**src/rtl/mul_seq.sv**
```systemverilog
// rtl/mul_seq.sv - shift-add sequential multiplier sharing the ALU adder
module mul_seq #(
  parameter int WIDTH      = 32,
  parameter bit EARLY_EXIT = 1'b1
) (
  input  logic             clk,
  input  logic             reset,
  input  logic             start,
  input  logic [WIDTH-1:0] mcand,
  input  logic [WIDTH-1:0] mplier,
  output logic             busy,
  output logic             done,
  output logic [WIDTH-1:0] result,
  input  logic [WIDTH-1:0] alu_a,
  input  logic [WIDTH-1:0] alu_b,
  input  logic             alu_cin,
  output logic [WIDTH-1:0] add_a,
  output logic [WIDTH-1:0] add_b,
  output logic             add_cin,
  input  logic [WIDTH-1:0] add_sum
);

  localparam int CW = (WIDTH > 1) ? $clog2(WIDTH) : 1;
  localparam logic [CW-1:0] LAST = CW'(WIDTH - 1);

  typedef enum logic [1:0] {IDLE, RUN, DONE} state_t;

  state_t           state;
  logic [WIDTH-1:0] acc;
  logic [WIDTH-1:0] mc;
  logic [WIDTH-1:0] mp;
  logic [CW-1:0]    count;
  logic [WIDTH-1:0] acc_next;
  logic             last_step;

  // The final RUN step may still add, so DONE captures the post-add value.
  always_comb begin
    acc_next  = mp[0] ? add_sum : acc;
    last_step = (count == LAST) || (EARLY_EXIT && (mp[WIDTH-1:1] == '0));
  end

  always_comb begin
    add_a   = alu_a;
    add_b   = alu_b;
    add_cin = alu_cin;
    if (state == RUN) begin
      add_a   = acc;
      add_b   = mc;
      add_cin = 1'b0;
    end
  end

  always_ff @(posedge clk) begin
    if (reset) begin
      state  <= IDLE;
      busy   <= 1'b0;
      done   <= 1'b0;
      result <= '0;
      acc    <= '0;
      mc     <= '0;
      mp     <= '0;
      count  <= '0;
    end else begin
      case (state)
        IDLE: begin
          done <= 1'b0;
          if (start) begin
            mc    <= mcand;
            mp    <= mplier;
            acc   <= '0;
            count <= '0;
            busy  <= 1'b1;
            state <= RUN;
          end
        end
        RUN: begin
          acc   <= acc_next;
          mc    <= mc << 1;
          mp    <= mp >> 1;
          count <= count + 1'b1;
          if (last_step) begin
            result <= acc_next;
            busy   <= 1'b0;
            done   <= 1'b1;
            state  <= DONE;
          end
        end
        DONE: begin
          done  <= 1'b0;
          state <= IDLE;
        end
        default: begin
          busy  <= 1'b0;
          done  <= 1'b0;
          state <= IDLE;
        end
      endcase
    end
  end

endmodule

```
**config.mk**
```make
export PLATFORM = sky130hd
export DESIGN_NAME = mul_seq
export DESIGN_NICKNAME = d
export VERILOG_FILES = /design/src/rtl/mul_seq.sv
export SDC_FILE = /design/constraint.sdc
export NUM_CORES = 1
export LEC_CHECK = 0
export ABC_AREA = 1
export CAP_MARGIN = 25
export CORE_ASPECT_RATIO = 0.9
export CORE_UTILIZATION = 40
export CTS_BUF_LIST = sky130_fd_sc_hd__clkbuf_2
export DETAILED_ROUTE_END_ITERATION = 7
export GPL_TIMING_DRIVEN = 0
export PLACE_DENSITY = 0.78
export SLEW_MARGIN = 5
export SYNTH_ARGS = -nofsm -noshare
export SYNTH_HDL_FRONTEND = slang
export SYNTH_SLANG_ARGS = --single-unit
```
**constraint.sdc**
```tcl
create_clock -name clk -period 1.6 [get_ports clk]
set_input_delay 0.16 -clock clk [delete_from_list [all_inputs] [get_ports clk]]
set_output_delay 0.16 -clock clk [all_outputs]
set_load 0.02 [all_outputs]
```
# Word-level counts from Yosys, hierarchy flattened

Cells that the tools add are included.

Bits of input ports: 164
Bits in registers: 137
Logic and storage cells: 43
Output and inout bits: 99

Mux-type cells: 18
$add $sub $neg: 1
Bitwise gates (word level): 2
Eq/ne operators: 5
Reductions and logical operators: 9

Operators with widths:

| kind                                                                  | number |
|---|---|
| 32-bit 2-to-1 mux                                                     | 6 |
| 32-bit case mux with 2 select lines                                   | 3 |
| 31-bit logical NOT                                                    | 1 |
| 5-bit case mux with 2 select lines                                    | 1 |
| 2-bit AND reduction                                                   | 3 |
| 5-bit by 1-bit adder with 5-bit output, second input constant         | 1 |
| 5-bit equality test, second input constant                            | 1 |
| 5-bit 2-to-1 mux                                                      | 1 |
| 2-bit 2-to-1 mux                                                      | 2 |
| 2-bit inequality test, second input constant                          | 2 |
| 2-bit case mux with 2 select lines                                    | 1 |
| 1-bit 2-to-1 mux                                                      | 3 |
| 1-bit case mux with 3 select lines                                    | 1 |
| 3-bit AND reduction                                                   | 1 |
| 2-bit by 1-bit equality test with 1-bit output, second input constant | 1 |
| 2-bit equality test, second input constant                            | 1 |
| 2-bit logical NOT                                                     | 1 |
| 1-bit NOT                                                             | 2 |
| 2-bit nonzero test                                                    | 1 |
| 2-bit OR reduction                                                    | 1 |
| 1-bit logical OR                                                      | 1 |

# Longest topological paths before layout

Depth in word-level cells: 4
Depth in mapped cells: 11
Depth with buffers taken out: 9

# Worst setup path after synthesis

Ideal clock, no wire load.

Path kind: register -> register
From: reg count[0]
To: reg result[10]
Path slack: 68 ps
Setup time: 115 ps
Cell stages (with the launch flop): 12
Arrival: 1,417 ps
Path through: dfxtp_1 -> ha_1 -> inv_1 -> nor3_1 -> ha_1 -> inv_1 -> o21ai_1 -> buf_4 -> buf_6 -> nand3_1 -> nand2_1 -> nor2_1

Word-level cells in the longest chain between the ends: 3

RTL lines:

| what                          | line | source |
|---|---|---|
| start, declared               | 32   | `logic [CW-1:0] count;` |
| start signal, assigned        | 80   | `count <= count + 1'b1;` |
| 5-bit equality test           | 39   | `last_step = (count == LAST) \|\| (EARLY_EXIT && (mp[WIDTH-1:1] == '0));` |
| 1-bit logical OR              | 39   |  |
| 2-bit AND reduction (no line) | -    |  |
| end signal, assigned          | 82   | `result <= acc_next;` |
| end, declared                 | 13   | `output logic [WIDTH-1:0] result,` |

No other way between the ends.
A chain may end at the register's enable or synchronous reset.

# Final worst setup path

From: reg state[0]
To: out add_b[22]

Word-level cells in the longest chain between the ends: 2

RTL lines:

| what                                           | line | source |
|---|---|---|
| start, declared                                | 28   | `state_t state;` |
| start signal, assigned                         | 55   | `state <= IDLE;` |
| start signal, assigned                         | 73   | `state <= RUN;` |
| start signal, assigned                         | 85   | `state <= DONE;` |
| 2-bit by 1-bit equality test with 1-bit output | 46   | `if (state == RUN) begin` |
| 32-bit 2-to-1 mux                              | 46   |  |
| end, declared                                  | 18   | `output logic [WIDTH-1:0] add_b,` |

No other way between the ends.

==> results.txt <==
The floorplan row count came out at 43. The final worst slack is -0.638 ns. Clock latency on the worst-skew pair, taken at its later pin, is 0.78 ns. The terminus of the critical flop-to-flop path is acc[19]. The peak ir drop on the vdd network is 0.565 mV.

The all-layer global routing usage is 32.0%. The final number of setup-violating endpoints came out at 187. Setup repair after global routing could not meet its margin everywhere. The floorplan die width came out at 136 µm. The worst hold path belongs to the class input port to register. The number of placed cells counting well taps came out at 1388. The register area share after synthesis is 42.5%. Clock tree synthesis selected as its root buffer the cell sky130_fd_sc_hd__clkbuf_2.

The last element of the critical path is add_b[22]. The Yosys step of the flow raised 0 warnings. The net count of the mapped netlist is 1091. The switching component of the power came out at 3190 µW. In this run, CTS created clock tree buffers numbering 17. The number of hold violations in the final report is 0.

The initial utilization of the core area, before any placement, comes to 41.3%. The achievable clock frequency came out at 0.447 GHz. The switching portion of total power came out at 33.4%. For this design the ratio of total power to cell area is 745 nW/µm². The congestion estimate from routability-driven global placement came to 0.842. The flop-to-flop setup slack came out at -0.31 ns. The layout-stage area growth over the synthesis result came out at 98.7%. For the worst setup path, the data required time is 1.44 ns. The complex-gate fraction of the synthesized area is 14.0%. The number of global-route vias before repair is 7672. The synthesized design contains 0 enable-type register cells. The remaining global-route overflow is 0. The maximum number of pins on one net before global-route repair is 17. After synthesis, the largest family of logic cells by area is simple AND/OR/NAND/NOR gates. The static leakage is 0.00567 µW. The initial antenna violation count was 1. The startpoint type of the worst setup path is a register. Of the total synthesized cell area, the portion taken by XOR and XNOR cells is 0%. In this run the worst setup path begins at state[0]. The logic gate share of total power is 33.6%. The wire length of the first global-routing pass is 40.6 mm. The startpoint identified for the worst register-to-register timing path is state[0].

The final design instance area without fill is 12800 µm². The worst clock skew is 0.0445 ns. The area fraction in and, or, nand and nor cells after synthesis came out at 30.6%. The internal power of the cells totals 6360 µW.

Headroom to the max-slew limit came out at 39.5%. The post-synthesis cell area came out at 6450 µm². The instance area at placement came out at 9320 µm². The number of storage elements in the synthesis netlist is 137. The average instance area after synthesis is 6.97 µm². The final reports fail on setup timing. The slew of the pin with the lowest slew margin came out at 0.908 ns. Input and output buffers added on the ports amount to 261.

Among all flip-flop cells after synthesis, the most frequent one is sky130_fd_sc_hd__dfxtp_1. The number of standard cells after synthesis is 925. The final wirelength came out at 31.0 mm. The worst setup timing slack at the placement stage is -0.785 ns. The final cell count without fillers is 1536. The number of design-rule violations left by the first detailed-router iteration is 668.

The count of unresolved DRC violations after routing is 0. Once layout is complete, the utilization of the core stands at 82.1%. Summed over all nets, the half-perimeter wirelength after detailed placement is 16.6 mm. The deepest level of the CTS H-tree came out at 4. The total vias in the final route is 8476. The category of the most critical setup path is register to output port. The wire length per cell after detailed routing came out at 20.2 µm. The final period demand of the worst path is 2.24 ns. The startpoint identified for the worst hold timing path is mcand[6]. The share of total power in the clock network is 27.6%. The mean number of vias per cell came out at 5.52.

The layout has 937 filler cells. After Yosys synthesis, full adders, half adders and majority gates account for 0.388% of the synthesized area. The share of layout cells above drive strength 1 came out at 43.2%. The data arrival time of the worst path is 2.08 ns.

The final total power came out at 9550 µW. The number of placed I/O pins is 263. The first detailed-routing pass ran for 5 iterations. The share of the cycle needed by the critical path after routing is 140%.

The residual antenna-violating net count after detailed routing is 0. The total core area is 15600 µm². TritonCTS built the clock tree. The clock transition at the registers of the reported paths came out at 0.21 ns. After synthesis, the share of cell area in mux cells is 4.97%. Across the run, the number of max-cap violations was 0. The run finished, with violations left. In this run the deepest clock path goes through 2 buffers. The height of the die came out at 122 µm. The largest driver fanout on the critical path came out at 5. For this design, the sink count on the clock tree is 137. The share of synthesized flip-flops with an asynchronous set or reset is 0%.

The capturing element type of the critical path is an output port. Synthesis instantiated 26 different standard cells from the library. The cell count of the worst reg-to-reg path is 13.

The die footprint is 16600 µm². The number of pins exceeding their max-slew limit in the final report came out at 0. The number of nets in the finished design is 1485. The proportion of power drawn by flip-flops and latches is 38.7%.
==> layout make-up <==
class | instances | area, µm² | share of cell area (%)
sequential | 137 | 2790 | 21.8
clock buffer | 17 | 85.1 | 0.664
buffer | 70 | 826 | 6.44
inverter | 33 | 146 | 1.14
multi-input combinational | 683 | 4480 | 35.0
tap | 202 | 253 | 1.97
antenna | 2 | 5.00 | 0.0391
timing repair buffer | 377 | 4010 | 31.3
clock inverter | 15 | 224 | 1.75
==> logic make-up after synthesis <==
family,count (synthesis)
AO/OA/AOI/OAI,156
multiplexers,32
buffers and inverters,105
AND/OR/NAND/NOR,493
adder cells (fa/ha/maj),2
flip-flops,137
==> power by group through the flow <==
stage | Clock [µW] | Sequential [µW] | Combinational (µW)
floorplan | 0 | 3710 | 1000
global placement | 0 | 3710 | 2000
detailed placement | 0 | 3710 | 2020
CTS | 2570 | 3660 | 2770
global route | 2760 | 3710 | 3360
finish | 2640 | 3700 | 3210
==> layer usage <==
metal	vias up	GRT usage [%]	part of all wire (%)
met5	-	0	0
met4	0	11.9	3.6
met3	105	6.82	7.0
met2	432	51.0	48
met1	4083	42.5	41
li1	3856	-	-
==> worst max-delay path: stages, from the launching register on <==
cell and delay (ns):
sky130_fd_sc_hd__dfxtp_2 0.38, sky130_fd_sc_hd__inv_2 0.04, sky130_fd_sc_hd__nor2_4 0.16, sky130_fd_sc_hd__buf_12 0.15
sky130_fd_sc_hd__buf_6 0.10, sky130_fd_sc_hd__buf_6 0.11, sky130_fd_sc_hd__buf_8 0.13, sky130_fd_sc_hd__nand2_2 0.07
sky130_fd_sc_hd__nand2_2 0.07, sky130_fd_sc_hd__buf_6 0.11
==> worst min-delay path by stage <==
stage,cells after the start,to,slack [ns]
detailed placement,2,mc[0],0.46
finish,3,mc[6],0.02
floorplan,2,mc[0],0.31
global route,3,mc[6],-0.003
CTS,3,mc[25],0.001
global placement,2,count[3],0.45
==> placed cells by master (no fill, tap or decap), drive strengths merged, types with 27 or more instances in the layout <==
master	instances
nand2	347
clkdlybuf4s50	162
inv	33
buf	208
a31oi	27
o21ai	39
nor2	58
mux2i	32
a21oi	57
dfxtp	137
clkbuf	58
nand3	86
==> flip-flops by register name (all words and copies together) (netlist names) <==
name	count
state	2
result	32
count	5
acc	32
mp	32
done	1
mc	32
busy	1
==> through the flow <==
stage | TNS, ns | hold WS (ns)
6_report | -53.17 | 0.0218
5_1_grt | -63.88 | -0.00257
4_1_cts | -43.09 | 0.00134
3_5_place_dp | -50.69 | 0.457
3_3_place_gp | -48.13 | 0.452
2_1_floorplan | 0 | 0.307
==> timing repair <==
item                                    4_1_cts  5_1_grt
endpoints found under the setup margin      189      231
setup buffers                                40       31
hold buffers                                 23        3
pin swaps                                    50       61
gates resized for setup                     775      292
endpoints found under the hold margin        23        3
cloned                                       19        7
==> cells in the mapped netlist, types with 2 or more instances <==
cell                       count  area [µm²]
sky130_fd_sc_hd__buf_6         5        56.3
sky130_fd_sc_hd__o211ai_1      7        52.6
sky130_fd_sc_hd__o21ai_1      33         165
sky130_fd_sc_hd__a22oi_1      23         173
sky130_fd_sc_hd__mux2i_1      32         320
sky130_fd_sc_hd__dfxtp_1     137        2740
sky130_fd_sc_hd__buf_1        12        45.0
sky130_fd_sc_hd__a31oi_1      27         169
sky130_fd_sc_hd__buf_2        27         135
sky130_fd_sc_hd__ha_1          2        25.0
sky130_fd_sc_hd__inv_2         5        18.8
sky130_fd_sc_hd__a21oi_1      57         285
sky130_fd_sc_hd__o21ai_0       6        30.0
sky130_fd_sc_hd__inv_1        28         105
sky130_fd_sc_hd__nor2_1       56         210
sky130_fd_sc_hd__a32o_1        2        20.0
sky130_fd_sc_hd__nand3_1      86         430
sky130_fd_sc_hd__clkbuf_1     23        86.3
sky130_fd_sc_hd__nand2_1     346        1300
sky130_fd_sc_hd__buf_4         5        37.5
(Power assumes the default switching activity.)
==> RTL change 1: new RTL, same flow settings <==
Change the parameter `EARLY_EXIT` from 1'b1 to 1'b0.
--- a/src/rtl/mul_seq.sv
+++ b/src/rtl/mul_seq.sv
@@ -3,3 +3,3 @@
   parameter int WIDTH      = 32,
-  parameter bit EARLY_EXIT = 1'b1
+  parameter bit EARLY_EXIT = 1'b0
 ) (
Check against the original RTL: not equivalent (Yosys sat finds a counterexample within 4 cycles, from zero or initial values and one cycle with reset high).
==> RTL change 1 against the original RTL <==
  * The run still ends with setup timing left
  * Maximum frequency increased by 5.4%
  * Routed wire length shrank 15%
  * Clock skew shrank 12 ps
  * Cell area fell by 9.8%
  * Sequential share of layout area increased by 2.1 points
  * Cell count increased by 13%
  * Synthesized area increased by 8.1%
  * Setup slack improved by 110 ps
  * Sequential cell count unchanged
  * Power fell by 15%
  * Largest power group unchanged
  * Highest routed layer unchanged
==> RTL change 1: results (changes against the original RTL) <==
INFO  metric initialDrtViolationCount = 652 (was 668)
INFO  metric cellLeakagePower = 5.557 nW (was 5.666 nW)
INFO  metric worst_path_max_delay_cell = dfxtp_4 (was dfxtp_2)
INFO  metric worstReg2RegEnd = result[0] (was acc[19])
INFO  metric worstHoldEndpoint = mp[31] (was mc[6])
INFO  metric preCtsSetupSlack = -833.4 ps (was -785.3 ps)
INFO  metric hold-worst-slack = 73.51 ps (was 21.84 ps)
INFO  metric worst_ir_drop_vdd = 0.3861 mV (was 0.5653 mV)
INFO  metric p_sw = 2.736 mW (was 3.188 mW)
INFO  metric totalNegativeSetupSlack = -33,570 ps (was -53,170 ps)
INFO  metric finalSetupViolCount = 95 (was 187)
INFO  metric timing.hold.worst.class = in -> reg (unchanged)
INFO  metric synthesis.nets = 1,330 (was 1,091)
INFO  metric setup_slack = -523.9 ps (was -638.0 ps)
INFO  metric routed_wirelength = 26.21 mm (was 30.99 mm)
INFO  metric detailed_place_hpwl = 17.96 mm (was 16.62 mm)
INFO  metric synth_sequential_area_ratio = 39.35% (was 42.52%)
INFO  metric gp_routability_congestion = 0.8908 (was 0.8423)
INFO  metric drive_gt1_share = 27.45% (was 43.24%)
INFO  metric max_slew.worst_pin.slew = 551.6 ps (was 908.2 ps)
INFO  metric grt_pass1_wl = 38.73 mm (was 40.59 mm)
INFO  metric numPortBuffers = 260 (was 261)
INFO  metric drt_pass1_iterations = 6 (was 5)
INFO  metric netlist-cell-type-count = 18 (was 26)
INFO  metric grt_pass1_vias = 7,835 (was 7,672)
INFO  metric path_max_fanout = 8 (was 5)
INFO  metric numPlacedInstances = 1,659 (was 1,388)
INFO  metric timing.clock.skew = 32.57 ps (was 44.45 ps)
INFO  metric critical_path.reg2reg.startpoint = count[1] (was state[0])
INFO  metric r2r.worst_path.cells = 12 (was 13)
INFO  metric route.detailed.vias_per_inst = 4.934 (was 5.518)
INFO  metric postSynth.asyncResetShare = 0% (unchanged)
INFO  metric insertion_delay = 720 ps (was 780 ps)
INFO  metric global_route.usage.total = 27.51% (was 32.01%)
INFO  metric yosys-top-cells-area = dfxtp_1 39%, nand2_1 21%, nand3_1 8.7%, nor2_1 8.2%, inv_1 8.2% (was dfxtp_1 43%, nand2_1 20%, nand3_1 6.7%, mux2i_1 5.0%, a21oi_1 4.4%)
INFO  metric status = finished, violations left (unchanged)
INFO  metric detailroute.via_count = 8,550 (was 8,476)
INFO  metric failed_checks = setup timing (unchanged)
INFO  metric crit_path_max_incr_delay = 390 ps
INFO  metric arrival_time_of_the_worst_setup_path = 1960 ps (was 2080 ps)
INFO  metric synth_top_cells_by_count = 395 x nand2_1, 153 x nor2_1, 152 x inv_1, 137 x dfxtp_1, 121 x nand3_1 (was 346 x nand2_1, 137 x dfxtp_1, 86 x nand3_1, 57 x a21oi_1, 56 x nor2_1)
INFO  metric syn_avg_cell_area = 5.987 um^2 (was 6.973 um^2)
RTL change 1: critical path: cells and delay by family (launching register included):
kind | cells | cell delay (ps)
AO/OA/AOI/OAI | 1 | 70
AND/OR/NAND/NOR | 2 | 180
flip-flops | 1 | 390
buffers and inverters | 4 | 620
RTL change 1: power groups by stage:
stage	combinational (mW)	clock, mW	sequential (mW)
2_1_floorplan	0.972	0	3.69
6_report	2.49	1.93	3.66
5_1_grt	2.66	2.11	3.68
3_3_place_gp	1.91	0	3.70
3_5_place_dp	1.93	0	3.71
4_1_cts	2.22	1.94	3.65
RTL change 1: worst max path at each step:
stage	endpoint	slack [ps]	cells after the start
after floorplan	result[20]	-20	10
after global placement	add_a[31]	-840	7
after detailed placement	add_a[31]	-830	7
after CTS	add_a[22]	-530	8
after global routing	add_b[24]	-630	6
final	add_b[29]	-520	7
RTL change 1: cell families after synthesis:
family	Yosys count	share of synthesized area, %
flops	137	39.35
compound gates	120	8.618
simple gates	676	38.82
buf+inv	229	12.85
fa+ha+maj	2	0.3590
RTL change 1: what timing repair did:
item,CTS,global route
cloned,4,6
gates resized for setup,635,268
hold endpoints to repair,6,1
hold buffers,1,1
pin swaps,35,53
endpoints found under the setup margin,213,232
setup buffers,26,6
RTL change 1: cell type report:
class	instances	area, um^2
diodes	1	2.502
plain buffers	71	589.3
clock buffers	18	90.09
clock inverters	14	127.6
fillers	1403	5384
inverters	155	596.8
multi-input cells	798	4018
flip-flops and latches	137	2765
well taps	235	294.0
repair buffers	304	3080
RTL change 1: routing by layer:
metal | vias to the layer above | global-route usage, % | part of all wire (%)
met2 | 407 | 45.95 | 47
met3 | 54 | 7.121 | 9.0
met5 | - | 0 | 0
met4 | 0 | 8.951 | 2.5
li1 | 4198 | - | -
met1 | 3891 | 34.52 | 42
==> RTL change 2: new RTL, config.mk and constraints unchanged <==
Without the edit above. Make the reset (`reset`) asynchronous in one clocked block.
--- a/src/rtl/mul_seq.sv
+++ b/src/rtl/mul_seq.sv
@@ -52,3 +52,3 @@
 
-  always_ff @(posedge clk) begin
+  always_ff @(posedge clk or posedge reset) begin
     if (reset) begin
Formal check against the unedited RTL: differs if reset is asserted again (counterexample within 4 cycles, from zero or initial values and one cycle with reset high); with reset held inactive, the same outputs for 10 cycles.
==> RTL change 2 against the original RTL <==
  * The run still ends with setup timing left
  * Sequential cell count stayed put
  * Synthesized area is 3.3% higher
  * Routed wire length is 19% lower
  * Cell area is 9.2% lower
  * Core utilization is 10 points lower
  * Die area is 3.2% higher
  * Sequential share of layout area is 7.7 points higher
  * Setup slack better by 62 ps
  * Maximum frequency is 2.9% higher
  * Critical path type unchanged
  * Critical endpoint is now add_a[21]
Power is not compared: it rests on default switching activity, and its combinational part moved more than twofold at a synthesized area within 25%.
==> RTL change 2: results (changes against the original RTL) <==
INFO  metric worst_path_max_delay_cell = dfrtp_1 (was dfxtp_2)
INFO  metric synth_sequential_area_ratio = 51.47% (was 42.52%)
INFO  metric totalNegativeSetupSlack = -32,200 ps (was -53,170 ps)
INFO  metric signal_buffer_area_fraction = 35.55% (was 37.71%)
INFO  metric global_route.usage.met3 = 5.882% (was 6.815%)
INFO  metric status = finished, violations left (unchanged)
INFO  metric hold-worst-slack = 55.17 ps (was 21.84 ps)
INFO  metric netlist-cell-type-count = 23 (was 26)
INFO  metric detailed_place_hpwl = 16.21 mm (was 16.62 mm)
INFO  metric setup.reg_to_reg.worst_slack = -50 ps (was -310 ps)
INFO  metric drt_pass1_iterations = 6 (was 5)
INFO  metric r2r.worst_path.cells = 10 (was 13)
INFO  metric synth_compound_area_share = 12.34% (was 14.01%)
INFO  metric filler_cell_count = 1,221 (was 937)
INFO  metric finalSetupViolCount = 88 (was 187)
INFO  metric yosys-top-cells-area = dfrtp_1 51%, nand2_1 21%, o21ai_0 7.4%, nand3_1 5.0%, o221ai_1 3.9% (was dfxtp_1 43%, nand2_1 20%, nand3_1 6.7%, mux2i_1 5.0%, a21oi_1 4.4%)
INFO  metric preCtsSetupSlack = -1124 ps (was -785.3 ps)
INFO  metric met2_usage = 46.62% (was 50.96%)
INFO  metric gp_routability_congestion = 0.8079 (was 0.8423)
INFO  metric failed_checks = setup timing (unchanged)
INFO  metric wire_per_inst = 17.02 um (was 20.18 um)
INFO  metric postSynth.asyncResetShare = 100.0% (was 0%)
INFO  metric grt_pass1_wl = 37.88 mm (was 40.59 mm)
INFO  metric setup_slack = -575.8 ps (was -638.0 ps)
INFO  metric maxSlewHeadroom = 68.42% (was 39.45%)
INFO  metric num-nonclk-inverters = 72 (was 33)
[RTL change 2: changes by cell type in the layout (fill, tap and decap cells not counted), sizes merged, moves of 32 or more]
cell / change
nor2: -40
inv: +38
o21ai: +60
mux2i: -32
a21oi: -55
dfxtp: -137
dfrtp: +137
[RTL change 2: stage by stage]
stage	area, um^2	cells	power (mW)
after global routing	11630	1477	20.71
after detailed placement	9627	1336	15.03
after global placement	9547	1332	14.81
after CTS	10960	1454	18.23
after floorplan	6665	863	10.75
final	11630	1477	19.49
[RTL change 2: worst reg2reg max path: stages (launching register included)]
cell and delay, ps:
dfrtp_1 410, ha_2 200, nand2_2 80, nor2_4 110, ha_2 200, inv_4 50
nand2_8 110, nand2_8 110, buf_8 170, nand2_2 60, nand2_2 40
[RTL change 2: per-layer routing]
| metal | up-vias | wire (um) |
|---|---|---|
| met5 | - | 0 |
| met4 | 0 | 702 |
| met3 | 53 | 1677 |
| met2 | 341 | 12560 |
| met1 | 3624 | 10210 |
| li1 | 3573 | - |
